[config.mk]
export PLATFORM = sky130hd
export DESIGN_NAME = booth_controller
export DESIGN_NICKNAME = d
export VERILOG_FILES = /design/src/rtl/booth_controller.sv
export SDC_FILE = /design/constraint.sdc
export NUM_CORES = 1
export LEC_CHECK = 0
export ABC_AREA = 1
export CAP_MARGIN = 20
export CELL_PAD_IN_SITES_DETAIL_PLACEMENT = 0
export CELL_PAD_IN_SITES_GLOBAL_PLACEMENT = 1
export CORE_AREA = 2 2 39 41
export DETAILED_ROUTE_END_ITERATION = 10
export DIE_AREA = 0 0 41 43
export PLACE_DENSITY_LB_ADDON = 0.25
export SLEW_MARGIN = 10
export SYNTH_ARGS = -nofsm -noshare
export SYNTH_HDL_FRONTEND = slang
export SYNTH_SLANG_ARGS = --single-unit
[constraint.sdc]
create_clock -name clk -period 1.6 [get_ports clk]
set_input_delay 0.48 -clock clk [delete_from_list [all_inputs] [get_ports clk]]
set_output_delay 0.48 -clock clk [all_outputs]
set_load 0.02 [all_outputs]
[src/rtl/booth_controller.sv]
// Control FSM for a 16-bit radix-2 Booth multiplier datapath.
// Define BOOTH_SKIP_EN to shift during EVAL on 00/11 bit pairs instead of going through SHIFT.
module booth_controller (
  input  logic clk,
  input  logic rst_n,
  input  logic start,
  input  logic q0,
  input  logic qm1,
  input  logic eqz,
  output logic LdA,
  output logic LdQ,
  output logic LdM,
  output logic clrA,
  output logic clrQ,
  output logic clrff,
  output logic sftA,
  output logic sftQ,
  output logic decr,
  output logic LdCnt,
  output logic addsub,
  output logic busy,
  output logic done
);

  typedef enum logic [2:0] {
    IDLE,
    LOAD_M,
    LOAD_Q,
    EVAL,
    SHIFT,
    DONE
  } state_t;

  state_t state;
  state_t next_state;

  always_ff @(posedge clk or negedge rst_n) begin
    if (!rst_n) begin
      state <= IDLE;
    end else begin
      state <= next_state;
    end
  end

  // The iteration counter lives in the datapath; eqz ends the run before any further add/sub.
  always_comb begin
    next_state = state;
    case (state)
      IDLE:    if (start) next_state = LOAD_M;
      LOAD_M:  next_state = LOAD_Q;
      LOAD_Q:  next_state = EVAL;
      EVAL: begin
        if (eqz) begin
          next_state = DONE;
        end else if (q0 != qm1) begin
          next_state = SHIFT;
        end else begin
`ifdef BOOTH_SKIP_EN
          next_state = EVAL;
`else
          next_state = SHIFT;
`endif
        end
      end
      SHIFT:   next_state = EVAL;
      DONE:    next_state = IDLE;
      default: next_state = IDLE;
    endcase
  end

  always_comb begin
    LdA    = 1'b0;
    LdQ    = 1'b0;
    LdM    = 1'b0;
    clrA   = 1'b0;
    clrQ   = 1'b0;
    clrff  = 1'b0;
    sftA   = 1'b0;
    sftQ   = 1'b0;
    decr   = 1'b0;
    LdCnt  = 1'b0;
    addsub = 1'b0;
    done   = 1'b0;
    busy   = (state != IDLE);
    case (state)
      LOAD_M: begin
        LdM   = 1'b1;
        clrA  = 1'b1;
        clrff = 1'b1;
        LdCnt = 1'b1;
      end
      LOAD_Q: LdQ = 1'b1;
      EVAL: begin
        if (!eqz) begin
          case ({q0, qm1})
            2'b10: LdA = 1'b1;
            2'b01: begin
              LdA    = 1'b1;
              addsub = 1'b1;
            end
            default: begin
`ifdef BOOTH_SKIP_EN
              sftA = 1'b1;
              sftQ = 1'b1;
              decr = 1'b1;
`endif
            end
          endcase
        end
      end
      SHIFT: begin
        sftA = 1'b1;
        sftQ = 1'b1;
        decr = 1'b1;
      end
      DONE:    done = 1'b1;
      default: ;
    endcase
  end

endmodule
==> metrics.md, run 1 <==
| Metric | Value |
|---|---|
| Largest Register | `state` |
| Num Clock Sinks | `3` |
| Synth Cell Area | `around 240 µm²` |
| Row count | `14` |
| Area leader, netlist | `dfrtp_1` |
| Failing checks | `setup timing` |
| First-pass DRT Iterations | `1` |
| Die Width | `about 41 µm` |
| Gate Count Post-Synth | `35` |
| Power Total | `around 1.1 mW` |
| Fin area | `around 520 µm²` |
| Post-synth cell types | `10` |
| WL/cell | `approximately 8.3 µm` |
| Max_cap viols | `0` |
| FILL cells | `~160` |
| Status | `complete, but fails checks` |
| Sequential cell area fraction in the yosys report | `between 30% and 40%` |
| Fin crit share | `101.1%` |
| Worst setup margin | `-0.01696 ns` |
| RSZ-0062 raised after global routing | `yes` |
| Worst-Skew Late Latency | `0.23 ns` |
| Clock Skews | `0.003173 ns` |
| First-pass GRT wire length | `1041 µm` |
| Reg clk slew, reported paths | `approximately 0.04 ns` |
| Fin Setup TNS | `-0.05669 ns` |
| WS Path Type | `register to primary output` |
| Pre-CTS setup slack | `-0.9019 ns` |
| Via count | `between 200 and 300` |
| GP Congestion | `0.6372` |
| Initial antenna violation count | `0` |
| ANT nets after route | `0` |
| Drt drc | `0` |
| #FFs+latches synth | `3` |
| Leak | `between 0.2 and 0.3 nW` |
| Placed Cells incl. Taps | `a little under 70` |
| Top cell types by occurrence after synthesis | `buf_4 (6), inv_1 (6), nand2_1 (5), nand3_1 (4), nor3_1 (4)` |
| Synth-to-layout area growth | `115.7%` |
| Finished Layout Cells | `between 70 and 80` |
| Worst path top cell family by delay | `flip-flops` |
| Fmax | `between 0.6 and 0.7 GHz` |
| Placed Area | `roughly 440 µm²` |
| Final net count | `65` |
| H-tree depth | `1` |
| Grt total ovfl | `0` |
| Biggest regs | `state x3` |
| Number of flops mapped to enable cells by yosys | `0` |
| Hold Slack | `0.4273 ns` |
| WP data required | `between 1 and 1.5 ns` |
| Final setup fails | `7` |
| Crit. End Element | `primary output` |
| Total CTS buffers | `3` |
| Worst setup SP type | `register` |
| Final Max Tran Viols | `0` |
| Final Util | `37.25%` |
| Slowest stage cell on the critical path | `dfrtp_2` |
| Vias/cell | `3.932` |
| CTS tree | `built` |
| Initial detailed-routing violation count | `0` |
| Max FFs per register | `3` |
| Total track usage | `a little over 9%` |
| Primary FF master, synth | `dfrtp_1` |
| Min Clock Period, post-route | `1.617 ns` |
| Crit path largest cell delay | `0.45 ns` |
| Buf/Inv on CP | `3` |
| Asr flop ratio synth | `100.0%` |
| Ys Warns | `0` |
| Core area | `about 1400 µm²` |
| Fin. Hold Viols | `0` |
| Hold Path Class | `input pin to asynchronous set/reset pin` |
| Synthesized area per cell | `6.828 µm²` |
| Most frequent CP cell | `inv_2` |
| N_diodes | `0` |
| DIE AREA | `approximately 1800 µm²` |
| Crit path max fanout | `6` |
| Clk buf depth | `2` |
| Port-buffer cells | `17` |
| IO Pins | `19` |
| HPWL after detailed placement | `around 430 µm` |
| Post-Syn Nets | `42` |
| Largest cells by area after synthesis | `dfrtp_1 (31%), buf_4 (19%), inv_1 (9.4%)` |
| Ratio of cells with drive above 1 in the final layout | `roughly two thirds` |
| PD cells | `roughly 2200 nW/µm²` |
| Largest net degree at the start of global routing | `9` |
| Clock root cell | `clkbuf_4` |
| Hold buffers post-CTS | `0` |
| Starting density of the core | `approximately 17%` |
| Critical Path, Cell by Cell | `inv_2 > nand3_2 > inv_2 > buf_4` |
| Die height | `roughly 43 µm` |
| Critical Path AT | `about 1.1 ns` |
| Max VDD drop | `~740 µV` |
| Drt total wl | `around 610 µm` |
| Top-area cell type share of the netlist area | `31.41%` |
| Vias in the first global route | `272` |
## worst reg2reg max path, stage by stage (launching register included)
cell     delay [ns]
dfrtp_2        0.46
buf_12         0.15
o21ai_0        0.20
nand2_1        0.08
nor2_1         0.11
## layout by cell type (no fill, tap or decap), types with 2 or more instances in the layout
cell	n
buf_4	10
buf_6	7
inv_2	5
nand2_1	4
clkbuf_4	3
buf_2	3
nand3_1	2
nand3_2	2
nor3_4	2
nor2_1	2
o21ai_0	2
clkdlybuf4s50_1	2
dfrtp_2	2
## final timing paths
path / from / endpoint / slack, ns / cells after the start
max in group asynchronous: rst_n / state[1] / 1.01 / 1
setup reg to reg: state[0] / state[0] / 0.51 / 4
hold reg to reg: state[0] / state[0] / 0.65 / 3
min in group clk: state[0] / state[0] / 0.65 / 3
setup / recovery: state[1] / clrff / -0.02 / 4
hold / removal: rst_n / state[2] / 0.43 / 1
## area by class of cell
| class | count | area [µm²] | share of cell area, % |
|---|---|---|---|
| Clock buffer | 4 | 26.28 | 5.097 |
| Inverter | 6 | 22.52 | 4.369 |
| Multi-Input combinational cell | 20 | 151.4 | 29.37 |
| Sequential cell | 3 | 77.57 | 15.05 |
| Tap cell | 16 | 20.02 | 3.883 |
| Timing Repair Buffer | 24 | 217.7 | 42.23 |
## power by group
part	total, mW	internal (mW)	switching, mW
clock	0.135	0.0936	0.0412
combinational	0.797	0.390	0.407
sequential	0.197	0.123	0.0741
## cells by family after synthesis
kind of cell	count (synthesis)	share of synthesized area, %
AOI/OAI and AO/OA	2	4.189
and+or+nand+nor	16	29.32
other	1	1.569
DFF	3	31.41
adders and majority gates	1	5.235
buffers and inverters	12	28.27
## what timing repair did
item,CTS,global route
buffers inserted,0,1
gates resized for setup,80,12
pin swaps,2,1
endpoints found under the setup margin,12,12
## metal layers
layer  wire, µm  vias to the layer above  global-route usage, %  part of all wire (%)
li1           -                      147                      -                     -
met1        239                      130                  10.71                    39
met2        319                       10                  12.19                    52
met3         50                        0                  3.141                   8.2
met4          0                        0                  8.000                     0
met5          0                        -                      0                     0
Note: power is estimated with default switching activity, not from simulation.
==> inputs of run 2 (changes only) <==
--- a/config.mk
+++ b/config.mk
@@ -5,7 +5,6 @@
 export SDC_FILE = /design/constraint.sdc
 export NUM_CORES = 1
 export LEC_CHECK = 0
-export ABC_AREA = 1
 export CAP_MARGIN = 20
 export CELL_PAD_IN_SITES_DETAIL_PLACEMENT = 0
 export CELL_PAD_IN_SITES_GLOBAL_PLACEMENT = 1
==> run 2 against run 1 <==
Compared with the run above: the run still ends with setup timing left; non-clock buffer count increased by 3; sequential share of layout area decreased by 2.4 points; area after synthesis increased by 13%; cell area increased by 17%; cell count decreased by 5.5%.
==> metrics.md, run 2 <==
| Metric | Value |
|---|---|
| FILL cells | `132 (was 162)` |
| Synth Cell Area | `270.3 µm² (was 239.0 µm²)` |
| PD cells | `2008 nW/µm² (was 2191 nW/µm²)` |
| Drt total wl | `711 µm (was 609 µm)` |
| Worst-Skew Late Latency | `0.23 ns (about the same)` |
| HPWL after detailed placement | `574.3 µm (was 434.5 µm)` |
| Most common cell after layout, fill and taps aside | `buf_6 (was buf_4)` |
| Worst setup margin | `-0.1684 ns (was -0.01696 ns)` |
| Largest net degree at the start of global routing | `7 (was 9)` |
| Reg2Reg Depth | `4 (unchanged)` |
| ANT nets after route | `0 (unchanged)` |
| Reg clk slew, reported paths | `0.03 ns (was 0.04 ns)` |
| RSZ-0062 raised after global routing | `yes (unchanged)` |
| Final net count | `61 (was 65)` |
| Met3 routed WL | `34 µm (was 50 µm)` |
| Vias in the first global route | `273 (was 272)` |
| Clock Skews | `0.0004093 ns (was 0.003173 ns)` |
| Die Width | `41 µm (unchanged)` |
| Primary FF master, synth | `dfrtp_1 (unchanged)` |
| First-pass DRT Iterations | `3 (was 1)` |
| Synth-to-layout area growth | `123.6% (was 115.7%)` |
| Critical Path AT | `1.29 ns (was 1.14 ns)` |
| Starting density of the core | `19.53% (was 17.27%)` |
| Hold Path Class | `input pin to asynchronous set/reset pin (unchanged)` |
| GP Congestion | `0.7045 (was 0.6372)` |
| Placed Area | `509.2 µm² (was 439.2 µm²)` |
| Power Total | `1.213 mW (was 1.129 mW)` |
| Hold Slack | `0.4346 ns (was 0.4273 ns)` |
| Routed wl met2 | `365 µm (was 319 µm)` |
| Top-area cell type share of the netlist area | `27.78% (was 31.41%)` |
| R2R Path End | `state[0] (unchanged)` |
| Crit. End Element | `primary output (unchanged)` |
| Min Clock Period, post-route | `1.768 ns (was 1.617 ns)` |
| WL met1 | `275 µm (was 239 µm)` |
| Max_cap viols | `0 (unchanged)` |
| Row count | `14 (unchanged)` |
| Drt drc | `0 (unchanged)` |
| Area leader, netlist | `dfrtp_1 (unchanged)` |
| Synthesized area per cell | `9.319 µm² (was 6.828 µm²)` |
| Fin crit share | `110.5% (was 101.1%)` |
| Sequential cell area fraction in the yosys report | `27.78% (was 31.41%)` |
| Top cell types by occurrence after synthesis | `buf_4 (6), dfrtp_1 (3), nor2_1 (2), nor3b_1 (2) (was buf_4 (6), inv_1 (6), nand2_1 (5), nand3_1 (4), nor3_1 (4))` |
| N_diodes | `0 (unchanged)` |
| Fmax | `0.5655 GHz (was 0.6184 GHz)` |
| WL/cell | `10.30 µm (was 8.342 µm)` |
| #FFs+latches synth | `3 (unchanged)` |
| Clock root cell | `clkbuf_4 (unchanged)` |
| WS Path Type | `register to primary output (unchanged)` |
| Post-Syn Nets | `36 (was 42)` |
| WP data required | `1.12 ns (about the same)` |
| DIE AREA | `1763 µm² (unchanged)` |
| Crit path max fanout | `3 (was 6)` |
| Port-buffer cells | `17 (unchanged)` |
| Pre-CTS setup slack | `-0.9810 ns (was -0.9019 ns)` |
| Number of flops mapped to enable cells by yosys | `0 (unchanged)` |
| Grt total ovfl | `0 (unchanged)` |
| Gate Count Post-Synth | `29 (was 35)` |
| CTS tree | `built (unchanged)` |
| Final Util | `43.67% (was 37.25%)` |
| Die height | `43 µm (unchanged)` |
| Most frequent cell after synthesis | `buf_4` |
| Status | `complete, but fails checks (unchanged)` |
| Total CTS buffers | `3 (unchanged)` |
| Fin Setup TNS | `-1.146 ns (was -0.05669 ns)` |
| Clk buf depth | `2 (unchanged)` |
| Final Max Tran Viols | `0 (unchanged)` |
| R2R setup slack | `0.41 ns (was 0.51 ns)` |
| Largest Register | `state (unchanged)` |
| Placed Cells incl. Taps | `64 (was 68)` |
| Biggest regs | `state x3 (unchanged)` |
| Ys Warns | `0 (unchanged)` |
| Core area | `1384 µm² (unchanged)` |
| Total track usage | `10.84% (was 9.063%)` |
| Initial detailed-routing violation count | `2 (was 0)` |
| IO Pins | `19 (unchanged)` |
| Leak | `0.2723 nW (was 0.2580 nW)` |
| Finished Layout Cells | `69 (was 73)` |
| First-pass GRT wire length | `1186 µm (was 1041 µm)` |
| Worst setup SP type | `register (unchanged)` |
| Failing checks | `setup timing (unchanged)` |
| Largest cells by area after synthesis | `dfrtp_1 (28%), buf_4 (17%), nor3b_1 (5.6%) (was dfrtp_1 (31%), buf_4 (19%), inv_1 (9.4%))` |
| Max VDD drop | `694.3 µV (was 736.4 µV)` |
| Vias/cell | `4.159 (was 3.932)` |
| Reg2reg start | `state[2] (was state[0])` |
| Initial antenna violation count | `0 (unchanged)` |
| Final setup fails | `11 (was 7)` |
| Asr flop ratio synth | `100.0% (unchanged)` |
| H-tree depth | `1 (unchanged)` |
| Fin area | `604.3 µm² (was 515.5 µm²)` |
| Num Clock Sinks | `3 (unchanged)` |
| Post-synth cell types | `20 (was 10)` |
| Commonest cells after routing, fill and taps aside | `buf_6 (14), buf_4 (10), clkbuf_4 (3) (was buf_4 (10), buf_6 (7), inv_2 (5))` |
| Fin. Hold Viols | `0 (unchanged)` |
| Max FFs per register | `3 (unchanged)` |
| Via count | `287 (unchanged)` |
| Ratio of cells with drive above 1 in the final layout | `73.58% (was 68.42%)` |
| Highest routed layer | `met4 (was met3)` |
==> run 2: kinds of logic (layout without fill, tap and decap cells) <==
kind of cell | after synthesis | after routing | synth area share, %
AOI/OAI and AO/OA | 4 | 4 | 12.50
xor gates and xnor gates | 1 | 1 | 3.241
adders and majority gates | 1 | 1 | 4.629
buffers and inverters | 9 | 33 | 21.29
DFF | 3 | 3 | 27.78
other | 1 | 1 | 1.388
and+or+nand+nor | 10 | 10 | 29.16
==> run 2: area by class of cell <==
cell class	count	area [µm²]	area share, %
clock buffer	4	26.28	4.348
inverter	2	12.51	2.070
multi-input combinational	17	207.7	34.37
sequential	3	76.32	12.63
tap	16	20.02	3.313
timing repair buffer	27	261.5	43.27
==> run 2: what timing repair did <==
action | CTS | global route
gates resized for setup | 73 | 21
buffers inserted | 1 | 0
setup endpoints to repair | 12 | 12
pin swaps | 3 | 3
hold buffers | 0 | 0
==> run 2: how the worst max path moves through the flow <==
stage                         from     end  slack, ns
after detailed placement        q0     LdA      -0.98
after floorplan           state[1]     LdM      -0.04
after CTS                 state[0]    busy      -0.17
after global routing      state[1]  addsub      -0.21
after global placement          q0     LdA      -0.97
final                     state[0]    busy      -0.17
==> run 2: worst max-delay path: stages (launching register included) <==
cell,delay (ns)
dfrtp_2,0.43
buf_6,0.13
or3_4,0.36
buf_6,0.14
==> run 2: routing by layer <==
metal | vias to the layer above | GRT usage, %
met1 | 131 | 14.47
met2 | 12 | 12.19
met4 | 0 | 12.00
met3 | 4 | 3.141
met5 | - | 0
li1 | 140 | -
==> run 2: power by group <==
group / switching (mW) / internal (mW)
Clock: 0.0365 / 0.0932
Sequential: 0.0421 / 0.116
Combinational: 0.439 / 0.487
Total: 0.518 / 0.696
